`src/rtl/pipe_seg_skid_reg_if.sv`:
```
// pipe_seg_skid_reg_if: upstream and downstream valid/ready beats of one pipeline segment
interface pipe_seg_skid_reg_if #(
    parameter int DATA_W  = 64,
    parameter int CTRL_W  = 16,
    parameter int PULSE_W = 2
);
    logic               in_valid;
    logic               in_ready;
    logic [DATA_W-1:0]  in_data;
    logic [CTRL_W-1:0]  in_ctrl;
    logic [PULSE_W-1:0] in_pulse_req;
    logic               out_valid;
    logic               out_ready;
    logic [DATA_W-1:0]  out_data;
    logic [CTRL_W-1:0]  out_ctrl;
    logic [PULSE_W-1:0] out_pulse;
    modport master (
        output in_valid, in_data, in_ctrl, in_pulse_req, out_ready,
        input  in_ready, out_valid, out_data, out_ctrl, out_pulse
    );
    modport slave (
        input  in_valid, in_data, in_ctrl, in_pulse_req, out_ready,
        output in_ready, out_valid, out_data, out_ctrl, out_pulse
    );
endinterface

```
`src/rtl/pipe_seg_skid_reg.sv`:
```
// pipe_seg_skid_reg: registered pipeline segment with flush, first-presentation pulses and stall counter; PIPE_SEG_SKID_EN adds a skid entry and registered in_ready
module pipe_seg_skid_reg #(
    parameter int DATA_W  = 64,
    parameter int CTRL_W  = 16,
    parameter int PULSE_W = 2
) (
    input  logic                clk,
    input  logic                rst,
    input  logic                flush_i,
    pipe_seg_skid_reg_if.slave  bus,
    output logic [15:0]         stall_cnt
);
`ifdef PIPE_SEG_SKID_EN
    typedef enum logic [1:0] {EMPTY, FULL, SKID} state_t;
`else
    typedef enum logic [0:0] {EMPTY, FULL} state_t;
`endif
    state_t             state, state_nxt;
    logic               in_beat, out_beat, load_main;
    logic [DATA_W-1:0]  main_data, src_data;
    logic [CTRL_W-1:0]  main_ctrl, src_ctrl;
    logic [PULSE_W-1:0] pulse_q, src_pulse;
    assign in_beat       = bus.in_valid & bus.in_ready;
    assign out_beat      = bus.out_valid & bus.out_ready;
    assign bus.out_valid = state != EMPTY;
    assign bus.out_data  = main_data;
    assign bus.out_ctrl  = main_ctrl;
    assign bus.out_pulse = pulse_q;
`ifdef PIPE_SEG_SKID_EN
    logic               load_skid, ready_q;
    logic [DATA_W-1:0]  skid_data;
    logic [CTRL_W-1:0]  skid_ctrl;
    logic [PULSE_W-1:0] skid_pulse;
    assign src_data     = state == SKID ? skid_data : bus.in_data;
    assign src_ctrl     = state == SKID ? skid_ctrl : bus.in_ctrl;
    assign src_pulse    = state == SKID ? skid_pulse : bus.in_pulse_req;
    assign bus.in_ready = ready_q;
    // next state and register load enables; the main register reloads from skid when it drains
    always_comb begin
        state_nxt = state;
        load_main = 1'b0;
        load_skid = 1'b0;
        if (flush_i) state_nxt = EMPTY;
        else case (state)
            EMPTY: begin
                load_main = in_beat;
                state_nxt = in_beat ? FULL : EMPTY;
            end
            FULL: begin
                load_main = in_beat & out_beat;
                load_skid = in_beat & ~out_beat;
                state_nxt = in_beat ? (out_beat ? FULL : SKID) : (out_beat ? EMPTY : FULL);
            end
            default: begin
                load_main = out_beat;
                state_nxt = out_beat ? FULL : SKID;
            end
        endcase
    end
    // skid entry captures the beat that arrives while the main register is stalled
    always_ff @(posedge clk)
        if (rst) begin
            skid_data  <= '0;
            skid_ctrl  <= '0;
            skid_pulse <= '0;
        end else if (load_skid) begin
            skid_data  <= bus.in_data;
            skid_ctrl  <= bus.in_ctrl;
            skid_pulse <= bus.in_pulse_req;
        end
    // in_ready is precomputed from the next state so upstream never sees out_ready combinationally
    always_ff @(posedge clk)
        ready_q <= rst | (state_nxt != SKID);
`else
    assign src_data     = bus.in_data;
    assign src_ctrl     = bus.in_ctrl;
    assign src_pulse    = bus.in_pulse_req;
    assign bus.in_ready = ~bus.out_valid | bus.out_ready;
    // single-entry next state; an input beat in FULL always coincides with an output beat
    always_comb begin
        load_main = in_beat & ~flush_i;
        state_nxt = flush_i ? EMPTY : in_beat ? FULL : out_beat ? EMPTY : state;
    end
`endif
    // state register
    always_ff @(posedge clk)
        state <= rst ? EMPTY : state_nxt;
    // main register; the pulse register is set only in the cycle a new entry is first presented
    always_ff @(posedge clk)
        if (rst || flush_i) begin
            main_data <= '0;
            main_ctrl <= '0;
            pulse_q   <= '0;
        end else begin
            pulse_q <= load_main ? src_pulse : '0;
            if (load_main) begin
                main_data <= src_data;
                main_ctrl <= src_ctrl;
            end
        end
    // saturating count of stalled output cycles, cleared only by reset
    always_ff @(posedge clk)
        if (rst) stall_cnt <= '0;
        else if (bus.out_valid & ~bus.out_ready & ~&stall_cnt) stall_cnt <= stall_cnt + 16'd1;
endmodule
```
`src/flat_wrapper.sv`:
```
// flat-port wrapper written by rule: the top's interface ports become plain ports
module pipe_seg_skid_reg_flat 
#(
    parameter int DATA_W  = 64,
    parameter int CTRL_W  = 16,
    parameter int PULSE_W = 2
)
  (clk, rst, flush_i, stall_cnt, bus_in_valid, bus_in_data, bus_in_ctrl, bus_in_pulse_req, bus_out_ready, bus_in_ready, bus_out_valid, bus_out_data, bus_out_ctrl, bus_out_pulse);
  pipe_seg_skid_reg_if #(.DATA_W(DATA_W), .CTRL_W(CTRL_W), .PULSE_W(PULSE_W)) bus_i ();
  input  logic clk;
  input  logic rst;
  input  logic flush_i;
  output logic [15:0] stall_cnt;
  input wire logic [$bits(bus_i.in_valid)-1:0] bus_in_valid;
  input wire logic [$bits(bus_i.in_data)-1:0] bus_in_data;
  input wire logic [$bits(bus_i.in_ctrl)-1:0] bus_in_ctrl;
  input wire logic [$bits(bus_i.in_pulse_req)-1:0] bus_in_pulse_req;
  input wire logic [$bits(bus_i.out_ready)-1:0] bus_out_ready;
  output wire logic [$bits(bus_i.in_ready)-1:0] bus_in_ready;
  output wire logic [$bits(bus_i.out_valid)-1:0] bus_out_valid;
  output wire logic [$bits(bus_i.out_data)-1:0] bus_out_data;
  output wire logic [$bits(bus_i.out_ctrl)-1:0] bus_out_ctrl;
  output wire logic [$bits(bus_i.out_pulse)-1:0] bus_out_pulse;
  assign bus_i.in_valid = bus_in_valid;
  assign bus_i.in_data = bus_in_data;
  assign bus_i.in_ctrl = bus_in_ctrl;
  assign bus_i.in_pulse_req = bus_in_pulse_req;
  assign bus_i.out_ready = bus_out_ready;
  assign bus_in_ready = bus_i.in_ready;
  assign bus_out_valid = bus_i.out_valid;
  assign bus_out_data = bus_i.out_data;
  assign bus_out_ctrl = bus_i.out_ctrl;
  assign bus_out_pulse = bus_i.out_pulse;
  pipe_seg_skid_reg #(.DATA_W(DATA_W), .CTRL_W(CTRL_W), .PULSE_W(PULSE_W)) u_core (.clk(clk), .rst(rst), .flush_i(flush_i), .bus(bus_i), .stall_cnt(stall_cnt));
endmodule
```
`config.mk`:
```
export PLATFORM = sky130hd
export DESIGN_NAME = pipe_seg_skid_reg_flat
export DESIGN_NICKNAME = d
export VERILOG_FILES = /design/src/rtl/pipe_seg_skid_reg_if.sv /design/src/rtl/pipe_seg_skid_reg.sv /design/src/flat_wrapper.sv
export SDC_FILE = /design/constraint.sdc
export NUM_CORES = 1
export LEC_CHECK = 0
export BUFFER_PORTS_ARGS = -buffer_cell sky130_fd_sc_hd__buf_4
export CORE_MARGIN = 1
export CORE_UTILIZATION = 48
export CTS_CLUSTER_SIZE = 24
export DETAILED_ROUTE_END_ITERATION = 12
export HOLD_SLACK_MARGIN = 0.1
export PLACE_DENSITY = 0.92
export SLEW_MARGIN = 20
export SYNTH_ARGS = -nofsm -noshare
export SYNTH_HDL_FRONTEND = slang
export SYNTH_SLANG_ARGS = --single-unit
```
`constraint.sdc`:
```
create_clock -name clk -period 4 [get_ports clk]
set_clock_uncertainty 0.15 [all_clocks]
set_input_delay 0.6 -clock clk [delete_from_list [all_inputs] [get_ports clk]]
set_output_delay 0.6 -clock clk [all_outputs]
set_load 0.1 [all_outputs]
```
==> summary.log, run 1 <==
INFO  timing         slew-limit-headroom=40.8%
INFO  global_routing grt_antenna_before_repair=0
INFO  routing        ant_nets=0
INFO  worst_setup_path worstReg2RegStart=u_core.bus.out_valid
INFO  outcome        status=finished, final reports clean
INFO  global_routing global_route_wire_length_before_repair=14400um
INFO  synth          ys_types=35
INFO  timing         totalNegativeSetupSlack=0ns
INFO  cts            cts_tree=built
INFO  global_routing largest_net_degree_at_the_start_of_global_routing=55
INFO  global_routing first_global_vias=3393
INFO  synth          syn_area=3660squm
INFO  timing         tightest_slew=0.888ns
INFO  synth          net_count_synth=543
INFO  floorplan      fp.coreArea=7290squm
INFO  final_layout   multiInputGateArea=1510squm
INFO  cts            clkTransAtPathRegs=0.09ns
INFO  worst_setup_path reg2reg_slack=1.63ns
INFO  routing        drt_iter0_drc=137
INFO  worst_setup_path path_class=reg -> reg
INFO  worst_setup_path worst_r2r_path_depth=6
INFO  final_layout   final_util=72.6%
INFO  timing         finalHoldViolations=0
INFO  routing        drt_first_pass_iters=5
INFO  cts            cts_root_buffer=sky130_fd_sc_hd__clkbuf_8
INFO  routing        routedWlPerCell=13.1um
INFO  floorplan      initial_core_util=50.2%
INFO  synth          yosys.area.top_type_share=54.2%
INFO  routing        drt-vias-per-instance=5.07
INFO  timing         grt_setup_unrepaired=false
INFO  final_layout   drive_above_1_share=34.3%
INFO  cts            hold_buffers=0
INFO  cts            cts-resized-gates=0
INFO  final_layout   diode_insertion_count_for_antenna_repair=0
INFO  cts            htree_num_levels=3
INFO  cts            cts.sink_count=99
INFO  synth          yosys-top-cells-area=sky130_fd_sc_hd__dfxtp_1 (54%), sky130_fd_sc_hd__nand2_1 (17%), sky130_fd_sc_hd__a21oi_1 (12%)
INFO  hold_path      worst_min_delay_path_category=reg -> reg
INFO  synth          yosysTopAreaCell=sky130_fd_sc_hd__dfxtp_1
INFO  synth          syn-mean-instance-area=8.04squm
INFO  placed_design  place.port_buffers=186
INFO  timing         number_of_max_slew_violations_in_the_final_report=0
INFO  routing        drcViolationCount=0
INFO  floorplan      die_width=89.3um
INFO  worst_setup_path path_max_fanout=50
INFO  worst_setup_path timing.critical_path.from=u_core.bus.out_valid
INFO  final_layout   final_area=5290squm
INFO  timing         finalSetupViolations=0
INFO  final_layout   layout.filler_cells=565
INFO  routing        num_vias=3699
INFO  placed_design  post-dp-hpwl=6920um
INFO  synth          synth-seq-cells=99
INFO  global_routing grt-ovfl-total=0
INFO  worst_setup_path timing.rr.end=u_core.bus.out_data[55]
INFO  worst_setup_path timing.critical_path.to_type=flip-flop
INFO  final_layout   flow.area_growth_from_synthesis=44.7%
INFO  synth          yosys_warnings=0
INFO  cts            cts_max_path_buffers=2
INFO  flow_run       drv.max_cap_violation_count=0
INFO  floorplan      rows=31
INFO  worst_setup_path critical_path.endpoint=u_core.bus.out_data[55]
INFO  cts            postCtsSetupRepairBufs=0
INFO  synth          synth_cells=455
INFO  final_layout   mostFrequentLayoutCell=sky130_fd_sc_hd__buf_4
INFO  cts            clock_insertion_delay_worst_skew=0.34ns
INFO  hold_path      worstHoldStart=u_core.bus.out_data[62]
INFO  cts            tritoncts.num_buffers=9
INFO  final_layout   regArea=1980squm
INFO  final_layout   nNetsFinal=714
INFO  floorplan      ios=187
INFO  synth          yosysSeqAreaShare=54.2%
INFO  worst_setup_path crit_arrival=2.48ns
INFO  floorplan      die_height=89.3um
INFO  power_and_ir_drop total_leakage_power=0.00231uW
INFO  floorplan      dieArea=7970squm
INFO  global_routing grt.total_usage=23.0%
INFO  placed_design  gpl.final_weighted_congestion=0.816
INFO  final_layout   layout_common_cells=sky130_fd_sc_hd__buf_4 (191), sky130_fd_sc_hd__nand2_1 (164), sky130_fd_sc_hd__dfxtp_1 (99)
INFO  timing         fmaxAchievable=0.422GHz
INFO  timing         min_period=2.37ns
INFO  timing         fin_crit_sh=59.3%
INFO  placed_design  placed_area=5060squm
INFO  power_and_ir_drop powerDensity=407nW/um^2
INFO  power_and_ir_drop ir_drop=0.256mV
INFO  worst_setup_path start_kind=flip-flop
INFO  worst_setup_path worstPathRequired=4.11ns
INFO  routing        route.final.wire_length=9580um
[cell usage after synthesis]
| cell type | number |
|---|---|
| sky130_fd_sc_hd__ha_1 | 1 |
| sky130_fd_sc_hd__nand3_2 | 1 |
| sky130_fd_sc_hd__mux2_2 | 2 |
| sky130_fd_sc_hd__o41ai_2 | 1 |
| sky130_fd_sc_hd__o31ai_1 | 3 |
| sky130_fd_sc_hd__mux2i_1 | 2 |
| sky130_fd_sc_hd__clkbuf_1 | 18 |
| sky130_fd_sc_hd__or3_2 | 1 |
| sky130_fd_sc_hd__nor2b_1 | 1 |
| sky130_fd_sc_hd__buf_4 | 1 |
| sky130_fd_sc_hd__clkbuf_8 | 1 |
| sky130_fd_sc_hd__or2_2 | 2 |
| sky130_fd_sc_hd__clkbuf_2 | 1 |
| sky130_fd_sc_hd__nor3_1 | 4 |
| sky130_fd_sc_hd__nand3_1 | 4 |
| sky130_fd_sc_hd__nor4b_2 | 1 |
| sky130_fd_sc_hd__nand2_1 | 165 |
| sky130_fd_sc_hd__buf_2 | 8 |
| sky130_fd_sc_hd__dfxtp_1 | 99 |
| sky130_fd_sc_hd__inv_1 | 4 |
| sky130_fd_sc_hd__nor2b_2 | 1 |
| sky130_fd_sc_hd__and3_1 | 3 |
| sky130_fd_sc_hd__mux2_1 | 1 |
| sky130_fd_sc_hd__dlymetal6s2s_1 | 1 |
| sky130_fd_sc_hd__nand4_1 | 5 |
| sky130_fd_sc_hd__a21oi_1 | 89 |
| sky130_fd_sc_hd__and4_1 | 1 |
| sky130_fd_sc_hd__or3_1 | 7 |
| sky130_fd_sc_hd__or4_1 | 3 |
| sky130_fd_sc_hd__o21ai_0 | 7 |
| sky130_fd_sc_hd__nor2_1 | 12 |
| sky130_fd_sc_hd__and2_1 | 1 |
| sky130_fd_sc_hd__buf_6 | 1 |
| sky130_fd_sc_hd__nor4_1 | 2 |
| sky130_fd_sc_hd__xor2_1 | 1 |
[cells by family after synthesis]
logic type	Yosys count	synth area share, %
xor gates and xnor gates	1	0.240
buffers and inverters	35	4.72
AOI/OAI and AO/OA	100	14.2
and+or+nand+nor	214	24.8
DFF	99	54.2
muxes	5	1.47
adders and majority gates	1	0.342
[report_power, final]
part	total, uW	switching [uW]	internal [uW]
sequential	1030	14.4	1010
combinational	402	291	111
clock	724	313	411
total	2150	618	1530
[metal layers]
metal / share of wire [%] / up-vias / GRT usage, % / wire length (um)
met5: 0 / - / 0 / 0
met4: 2.4 / 0 / 12.0 / 227
met3: 6.9 / 21 / 4.62 / 660
met2: 51 / 145 / 43.4 / 4890
met1: 40 / 1691 / 24.0 / 3810
li1: - / 1842 / - / -
[critical path, cell delays in order (launching register included)]
cell and delay (ns):
sky130_fd_sc_hd__dfxtp_1 0.32, sky130_fd_sc_hd__nor2b_2 0.17, sky130_fd_sc_hd__inv_1 0.16, sky130_fd_sc_hd__and2_2 0.77, sky130_fd_sc_hd__buf_4 0.46, sky130_fd_sc_hd__nand2_1 0.11, sky130_fd_sc_hd__a21oi_1 0.13
[layout make-up]
class	count	share of cell area (%)
flip-flops and latches	99	37.5
clock buffers	10	2.41
well taps	99	2.34
inverters	4	0.284
multi-input cells	321	28.5
repair buffers	191	27.1
clock inverters	5	1.94
[registers in the layout (all words and copies together) (netlist names)]
name,flops
u_core.bus.out_ctrl,16
u_core.bus.out_data,64
u_core.bus.out_pulse,2
u_core.bus.out_valid,1
u_core.stall_cnt,16
[per-stage QoR]
| stage | hold WS (ns) | instances | total power [uW] | worst slack, ns |
|---|---|---|---|---|
| after floorplan | 0.571 | 455 | 1330 | 0.919 |
| after global placement | 0.292 | 714 | 1450 | 1.50 |
| after detailed placement | 0.297 | 714 | 1450 | 1.43 |
| after CTS | 0.309 | 729 | 2170 | 1.67 |
| after global routing | 0.320 | 729 | 2240 | 1.48 |
| final | 0.306 | 729 | 2150 | 1.63 |
[worst min-delay path by stage]
| stage | end | cells after the start |
|---|---|---|
| after global placement | u_core.bus.out_data[12] | 2 |
| after detailed placement | u_core.bus.out_data[39] | 2 |
| after floorplan | u_core.bus.out_valid | 2 |
| after global routing | u_core.bus.out_data[19] | 2 |
| after CTS | u_core.bus.out_data[39] | 2 |
| final | u_core.bus.out_data[62] | 2 |
Power figures use the tool's default switching activity.
==> run 2: changes to the inputs <==
CORE_UTILIZATION = 45   (was 48)
PLACE_DENSITY = 0.87   (was 0.92)
clock period = 2.4 ns   (was 4 ns; I/O delays follow)
==> run 2 against run 1 <==
  * Worst hold slack worse by 0.18 ns
  * Register-to-register slack worse by 1.3 ns
  * Flip-flop and latch count stayed put
  * Critical path depth is 1 lower
  * Sequential share of layout area is 4.1 points lower
  * Sequential power is 66% higher
  * Worst setup slack worse by 1.3 ns
  * Power is 67% higher
  * Cell count is 9.5% higher
  * Design area is 13% higher
  * Critical endpoint is now u_core.stall_cnt[14]
==> summary.log, run 2 (synthesis results as in run 1) <==
INFO  outcome        status=finished, final reports clean [unchanged]
INFO  cts            cts_root_buffer=sky130_fd_sc_hd__clkbuf_8 [unchanged]
INFO  final_layout   nNetsFinal=779 [was 714]
INFO  final_layout   layout_common_cells=sky130_fd_sc_hd__buf_4 (188), sky130_fd_sc_hd__nand2_1 (164), sky130_fd_sc_hd__a21oi_1 (89) [was sky130_fd_sc_hd__buf_4 (191), sky130_fd_sc_hd__nand2_1 (164), sky130_fd_sc_hd__dfxtp_1 (99)]
INFO  worst_setup_path path_max_fanout=5 [was 50]
INFO  routing        drcViolationCount=0 [unchanged]
INFO  cts            cts-resized-gates=0 [unchanged]
INFO  timing         min_period=2.08ns [was 2.37 ns]
INFO  routing        drt-vias-per-instance=5.03 [was 5.07]
INFO  final_layout   largest_register_ffs=64 [unchanged]
INFO  timing         grt_setup_unrepaired=false [unchanged]
INFO  worst_setup_path crit_arrival=2.17ns [was 2.48 ns]
INFO  timing         fmaxAchievable=0.481GHz [was 0.422 GHz]
INFO  placed_design  gpl.final_weighted_congestion=0.850 [was 0.816]
INFO  timing         finalHoldViolations=0 [unchanged]
INFO  final_layout   final_cell_count_no_fill=798 [was 729]
INFO  global_routing grt.total_usage=26.9% [was 23.0%]
INFO  cts            cts.sink_count=99 [unchanged]
INFO  timing         slew-limit-headroom=54.4% [was 40.8%]
INFO  timing         final.setup.worst_slack=0.321ns [was 1.63 ns]
INFO  global_routing first_global_vias=3883 [was 3393]
INFO  global_routing grt_antenna_before_repair=0 [unchanged]
INFO  routing        route.final.wire_length=11400um [was 9580 um]
INFO  cts            postCtsSetupRepairBufs=0 [unchanged]
INFO  floorplan      dieArea=8490squm [was 7970 sq um]
INFO  final_layout   flow.area_growth_from_synthesis=64.0% [was 44.7%]
INFO  global_routing largest_net_degree_at_the_start_of_global_routing=81 [was 55]
INFO  final_layout   mostFrequentLayoutCell=sky130_fd_sc_hd__buf_4 [unchanged]
INFO  final_layout   diode_insertion_count_for_antenna_repair=0 [unchanged]
INFO  timing         number_of_max_slew_violations_in_the_final_report=0 [unchanged]
INFO  routing        drt_iter0_drc=142 [was 137]
INFO  routing        num_vias=4016 [was 3699]
INFO  floorplan      ios=187 [unchanged]
INFO  worst_setup_path timing.critical_path.to_type=flip-flop [unchanged]
INFO  cts            clkTransAtPathRegs=0.09ns [about the same]
INFO  floorplan      fp.coreArea=7810squm [was 7290 sq um]
INFO  cts            clock_insertion_delay_worst_skew=0.34ns [about the same]
INFO  power_and_ir_drop total_leakage_power=0.00260uW [was 0.00231 uW]
INFO  cts            tritoncts.num_buffers=9 [unchanged]
INFO  final_layout   multiInputGateArea=1520squm [was 1510 sq um]
INFO  power_and_ir_drop powerDensity=598nW/um^2 [was 407 nW/um^2]
INFO  final_layout   layout.filler_cells=519 [was 565]
INFO  flow_run       drv.max_cap_violation_count=0 [unchanged]
INFO  cts            cts_max_path_buffers=2 [unchanged]
INFO  routing        ant_nets=0 [unchanged]
INFO  power_and_ir_drop ir_drop=0.461mV [was 0.256 mV]
INFO  cts            cts_tree=built [unchanged]
INFO  final_layout   drive_above_1_share=33.8% [was 34.3%]
INFO  floorplan      die_width=92.2um [was 89.3 um]
INFO  final_layout   regArea=2000squm [was 1980 sq um]
INFO  routing        routedWlPerCell=14.3um [was 13.1 um]
INFO  cts            hold_buffers=65 [was 0]
INFO  timing         tightest_slew=0.684ns [was 0.888 ns]
INFO  routing        drt_first_pass_iters=6 [was 5]
INFO  placed_design  post-dp-hpwl=6780um [was 6920 um]
INFO  timing         fin_crit_sh=86.6% [was 59.3%]
INFO  hold_path      worst_min_delay_path_category=in -> reg [was reg -> reg]
INFO  cts            htree_num_levels=3 [unchanged]
INFO  placed_design  dp_worst_setup_slack=0.324ns [was 1.43 ns]
INFO  timing         finalSetupViolations=0 [unchanged]
INFO  floorplan      initial_core_util=46.8% [was 50.2%]
INFO  worst_setup_path path_class=reg -> reg [unchanged]
INFO  floorplan      rows=32 [was 31]
INFO  global_routing global_route_wire_length_before_repair=18000um [was 14400 um]
INFO  worst_setup_path worstPathRequired=2.49ns [was 4.11 ns]
INFO  worst_setup_path start_kind=flip-flop [unchanged]
INFO  floorplan      die_height=92.2um [was 89.3 um]
INFO  placed_design  place.port_buffers=186 [unchanged]
INFO  global_routing grt-ovfl-total=0 [unchanged]
INFO  placed_design  place_inst=717 [was 714]
-- run 2: changes by cell type in the layout (fill, tap and decap cells not counted), sizes merged --
cell         change
clkinv           +1
dlygate4sd3     +65
bufinv           -2
clkbuf           +1
clkinvlp         +1
-- run 2: path summary, 6_finish.rpt --
check	startpoint	to	slack, ns	cells past startpoint
hold / removal	bus_in_ctrl[2]	u_core.bus.out_ctrl[2]	0.12	3
setup / recovery	u_core.stall_cnt[0]	u_core.stall_cnt[14]	0.32	5
hold reg to reg	u_core.bus.out_ctrl[8]	u_core.bus.out_ctrl[8]	0.31	2
setup reg to reg	u_core.stall_cnt[0]	u_core.stall_cnt[14]	0.32	5
-- run 2: metal layers --
metal  global-route usage, %  vias up  part of all wire (%)
li1                        -     1971                     -
met1                    29.3     1848                    38
met2                    50.6      172                    53
met3                    4.48       25                   6.3
met4                    12.0        0                   2.5
met5                       0        -                     0
-- run 2: power by group --
group	internal (uW)	switching, uW
Sequential	1690	24.5
Combinational	262	515
Clock	543	554
Total	2490	1090
-- run 2: worst max-delay path, cell delays in order, from the launching register on --
cell and delay [ns]:
sky130_fd_sc_hd__dfxtp_2 0.38, sky130_fd_sc_hd__ha_1 0.19, sky130_fd_sc_hd__nand4_1 0.25, sky130_fd_sc_hd__or3_4 0.42, sky130_fd_sc_hd__nor4b_2 0.24, sky130_fd_sc_hd__mux2_2 0.36
-- run 2: cell type report --
cell class	count	share of cell area, %
Clock buffer	11	2.52
Inverter	4	0.313
Multi-Input combinational cell	321	25.3
Tap cell	102	2.13
Clock inverter	5	1.00
Timing Repair Buffer	256	35.4
Sequential cell	99	33.4
-- run 2: stage by stage --
stage,hold slack (ns),setup TNS (ns),util [%],instance area (sq um),power (uW)
2_1_floorplan,0.329,-0.307,-,3690,2210
3_3_place_gp,0.292,0,65.8,5140,2420
3_5_place_dp,0.298,0,65.8,5140,2430
4_1_cts,0.100,0,76.8,6000,3610
5_1_grt,0.103,0,76.8,6000,3720
6_report,0.123,0,76.8,6000,3590
==> run 3: changes to the inputs <==
PLACE_DENSITY = 0.82   (was 0.87)
==> run 3 against run 2 <==
  * Combinational power is 2.6% lower
  * Sequential share of layout area rose by 0.60 points
  * Flip-flop and latch count unchanged
  * Routed wire length decreased by 2.6%
  * Worst hold slack got worse by 0.017 ns
  * Worst setup slack better by 0.056 ns
  * Global-route usage decreased by 1.1 points
  * Clock-buffer cell count unchanged
  * Via count down 1.1%
  * Critical endpoint unchanged
  * Highest routed layer unchanged
==> summary.log, run 3 (synthesis results as in run 1) <==
INFO  worst_setup_path timing.critical_path.slowest_cell_delay=0.40ns [was 0.42 ns]
INFO  worst_setup_path start_kind=flip-flop [unchanged]
INFO  worst_setup_path timing.critical_path.from=u_core.stall_cnt[0] [unchanged]
INFO  timing         slew-limit-headroom=66.9% [was 54.4%]
INFO  final_layout   final_cell_count_no_fill=792 [was 798]
INFO  worst_setup_path critical_path.n_buffers_inverters=0 [unchanged]
INFO  placed_design  place.port_buffers=186 [unchanged]
INFO  final_layout   diode_insertion_count_for_antenna_repair=0 [unchanged]
INFO  cts            cts_root_buffer=sky130_fd_sc_hd__clkbuf_8 [unchanged]
INFO  power_and_ir_drop ir_drop=0.398mV [was 0.461 mV]
INFO  flow_run       drv.max_cap_violation_count=0 [unchanged]
INFO  floorplan      die_width=92.2um [unchanged]
INFO  timing         tightest_slew=0.496ns [was 0.684 ns]
INFO  hold_path      worst_min_delay_path_category=in -> reg [unchanged]
INFO  routing        drt_first_pass_iters=6 [unchanged]
INFO  final_layout   drive_above_1_share=34.5% [was 33.8%]
INFO  global_routing grt_antenna_before_repair=0 [unchanged]
INFO  worst_setup_path worstReg2RegStart=u_core.stall_cnt[0] [unchanged]
INFO  global_routing grt.total_usage=25.9% [was 26.9%]
INFO  routing        routedWlPerCell=14.0um [was 14.3 um]
INFO  floorplan      initial_core_util=46.8% [unchanged]
INFO  placed_design  post-dp-hpwl=6910um [was 6780 um]
INFO  routing        drt_iter0_drc=95 [was 142]
INFO  final_layout   nNetsFinal=773 [was 779]
INFO  worst_setup_path path_class=reg -> reg [unchanged]
INFO  cts            tritoncts.num_buffers=9 [unchanged]
INFO  timing         finalSetupViolations=0 [unchanged]
INFO  worst_setup_path critical_path.endpoint=u_core.stall_cnt[14] [unchanged]
INFO  worst_setup_path path_cells=ha_1 -> nand4_1 -> or3_4 -> nor4b_2 -> mux2_2 [unchanged]
INFO  final_layout   largest_register_ffs=64 [unchanged]
INFO  cts            cts_tree=built [unchanged]
INFO  routing        drt-vias-per-instance=5.01 [was 5.03]
INFO  timing         fin_crit_sh=84.3% [was 86.6%]
INFO  final_layout   flow.area_growth_from_synthesis=61.2% [was 64.0%]
INFO  worst_setup_path timing.rr.end=u_core.stall_cnt[14] [unchanged]
INFO  floorplan      dieArea=8490squm [unchanged]
INFO  cts            htree_num_levels=3 [unchanged]
INFO  placed_design  gpl.final_weighted_congestion=0.850 [about the same]
INFO  floorplan      fp.coreArea=7810squm [unchanged]
INFO  placed_design  place_inst=720 [was 717]
INFO  cts            postCtsSetupRepairBufs=0 [unchanged]
INFO  worst_setup_path worst_path_slowest_cell=sky130_fd_sc_hd__or3_4 [unchanged]
INFO  timing         min_period=2.02ns [was 2.08 ns]
INFO  final_layout   mostFrequentLayoutCell=sky130_fd_sc_hd__buf_4 [unchanged]
INFO  cts            clock_insertion_delay_worst_skew=0.35ns [was 0.34 ns]
INFO  worst_setup_path reg2reg_slack=0.38ns [was 0.32 ns]
INFO  power_and_ir_drop total_leakage_power=0.00256uW [was 0.00260 uW]
INFO  final_layout   layout_common_cells=sky130_fd_sc_hd__buf_4 (194), sky130_fd_sc_hd__nand2_1 (164), sky130_fd_sc_hd__a21oi_1 (89) [was sky130_fd_sc_hd__buf_4 (188), sky130_fd_sc_hd__nand2_1 (164), sky130_fd_sc_hd__a21oi_1 (89)]
INFO  worst_setup_path timing.critical_path.to_type=flip-flop [unchanged]
INFO  cts            cts-resized-gates=0 [unchanged]
INFO  routing        num_vias=3971 [was 4016]
INFO  floorplan      rows=32 [unchanged]
INFO  cts            cts_max_path_buffers=2 [unchanged]
INFO  worst_setup_path crit_family=simple AND/OR/NAND/NOR gates [unchanged]
INFO  worst_setup_path path_max_fanout=5 [unchanged]
INFO  routing        drcViolationCount=0 [unchanged]
INFO  cts            hold_buffers=55 [was 65]
INFO  timing         hold-worst-slack=0.106ns [was 0.123 ns]
INFO  timing         fmaxAchievable=0.494GHz [was 0.481 GHz]
INFO  routing        ant_nets=0 [unchanged]
INFO  outcome        status=finished, final reports clean [unchanged]
INFO  worst_setup_path crit_arrival=2.12ns [was 2.17 ns]
INFO  worst_setup_path worstSetupPathDepth=5 [unchanged]
INFO  floorplan      ios=187 [unchanged]
INFO  routing        route.final.wire_length=11100um [was 11400 um]
INFO  worst_setup_path worst_r2r_path_depth=5 [unchanged]
INFO  global_routing first_global_vias=3847 [was 3883]
INFO  global_routing largest_net_degree_at_the_start_of_global_routing=50 [was 81]
INFO  worst_setup_path worstPathRequired=2.49ns [about the same]
INFO  global_routing global_route_wire_length_before_repair=17400um [was 18000 um]
INFO  floorplan      die_height=92.2um [unchanged]
INFO  timing         totalNegativeSetupSlack=0ns [unchanged]
INFO  cts            cts.sink_count=99 [unchanged]
INFO  timing         finalHoldViolations=0 [unchanged]
INFO  power_and_ir_drop powerDensity=605nW/um^2 [was 598 nW/um^2]
INFO  power_and_ir_drop finalPower=3570uW [was 3590 uW]
INFO  global_routing grt-ovfl-total=0 [unchanged]
INFO  timing         number_of_max_slew_violations_in_the_final_report=0 [unchanged]
INFO  cts            clkTransAtPathRegs=0.10ns [was 0.09 ns]
INFO  timing         grt_setup_unrepaired=false [unchanged]
-- run 3: cell count changes in the layout (fill, tap and decap cells not counted) --
cell,before,now
sky130_fd_sc_hd__buf_4,188,194
sky130_fd_sc_hd__buf_12,3,0
sky130_fd_sc_hd__dlygate4sd3_1,65,56
-- run 3: through the flow --
step | area [sq um] | worst slack (ns) | util, %
2_1_floorplan | 3690 | -0.213 | -
3_5_place_dp | 5120 | 0.337 | 65.6
3_3_place_gp | 5120 | 0.375 | 65.6
5_1_grt | 5890 | 0.250 | 75.5
6_report | 5890 | 0.377 | 75.5
4_1_cts | 5880 | 0.370 | 75.4
-- run 3: metal layers --
| layer | vias to the layer above | GRT usage, % | part of all wire [%] |
|---|---|---|---|
| met4 | 0 | 15.0 | 4.4 |
| met3 | 45 | 5.39 | 5.6 |
| met2 | 156 | 46.7 | 52 |
| li1 | 1955 | - | - |
| met5 | - | 0 | 0 |
| met1 | 1815 | 27.7 | 38 |
-- run 3: worst min-delay path by stage --
stage	from	end	slack, ns	cells after the start
2_1_floorplan	bus_in_valid	u_core.bus.out_valid	0.33	2
3_3_place_gp	u_core.bus.out_data[36]	u_core.bus.out_data[36]	0.29	2
3_5_place_dp	u_core.bus.out_data[62]	u_core.bus.out_data[62]	0.30	2
4_1_cts	bus_in_data[23]	u_core.bus.out_data[23]	0.10	3
5_1_grt	bus_in_data[18]	u_core.bus.out_data[18]	0.10	3
6_report	bus_in_data[18]	u_core.bus.out_data[18]	0.11	3
-- run 3: final cells by class --
cell class	instances	area [sq um]
multi-input cells	321	1520
inverters	4	18.8
clock buffers	11	151
clock inverters	5	60.1
fillers	546	1910
flip-flops and latches	99	2000
repair buffers	250	2020
well taps	102	128
-- run 3: report_power, final --
group / total [uW] / internal, uW / switching [uW]
Combinational: 757 / 248 / 509
Clock: 1100 / 543 / 559
Sequential: 1710 / 1690 / 23.9
-- run 3: worst reg2reg max path: stages (launching register included) --
cell                      delay, ns
sky130_fd_sc_hd__dfxtp_2       0.38
sky130_fd_sc_hd__ha_1          0.19
sky130_fd_sc_hd__nand4_1       0.22
sky130_fd_sc_hd__or3_4         0.40
sky130_fd_sc_hd__nor4b_2       0.22
sky130_fd_sc_hd__mux2_2        0.36
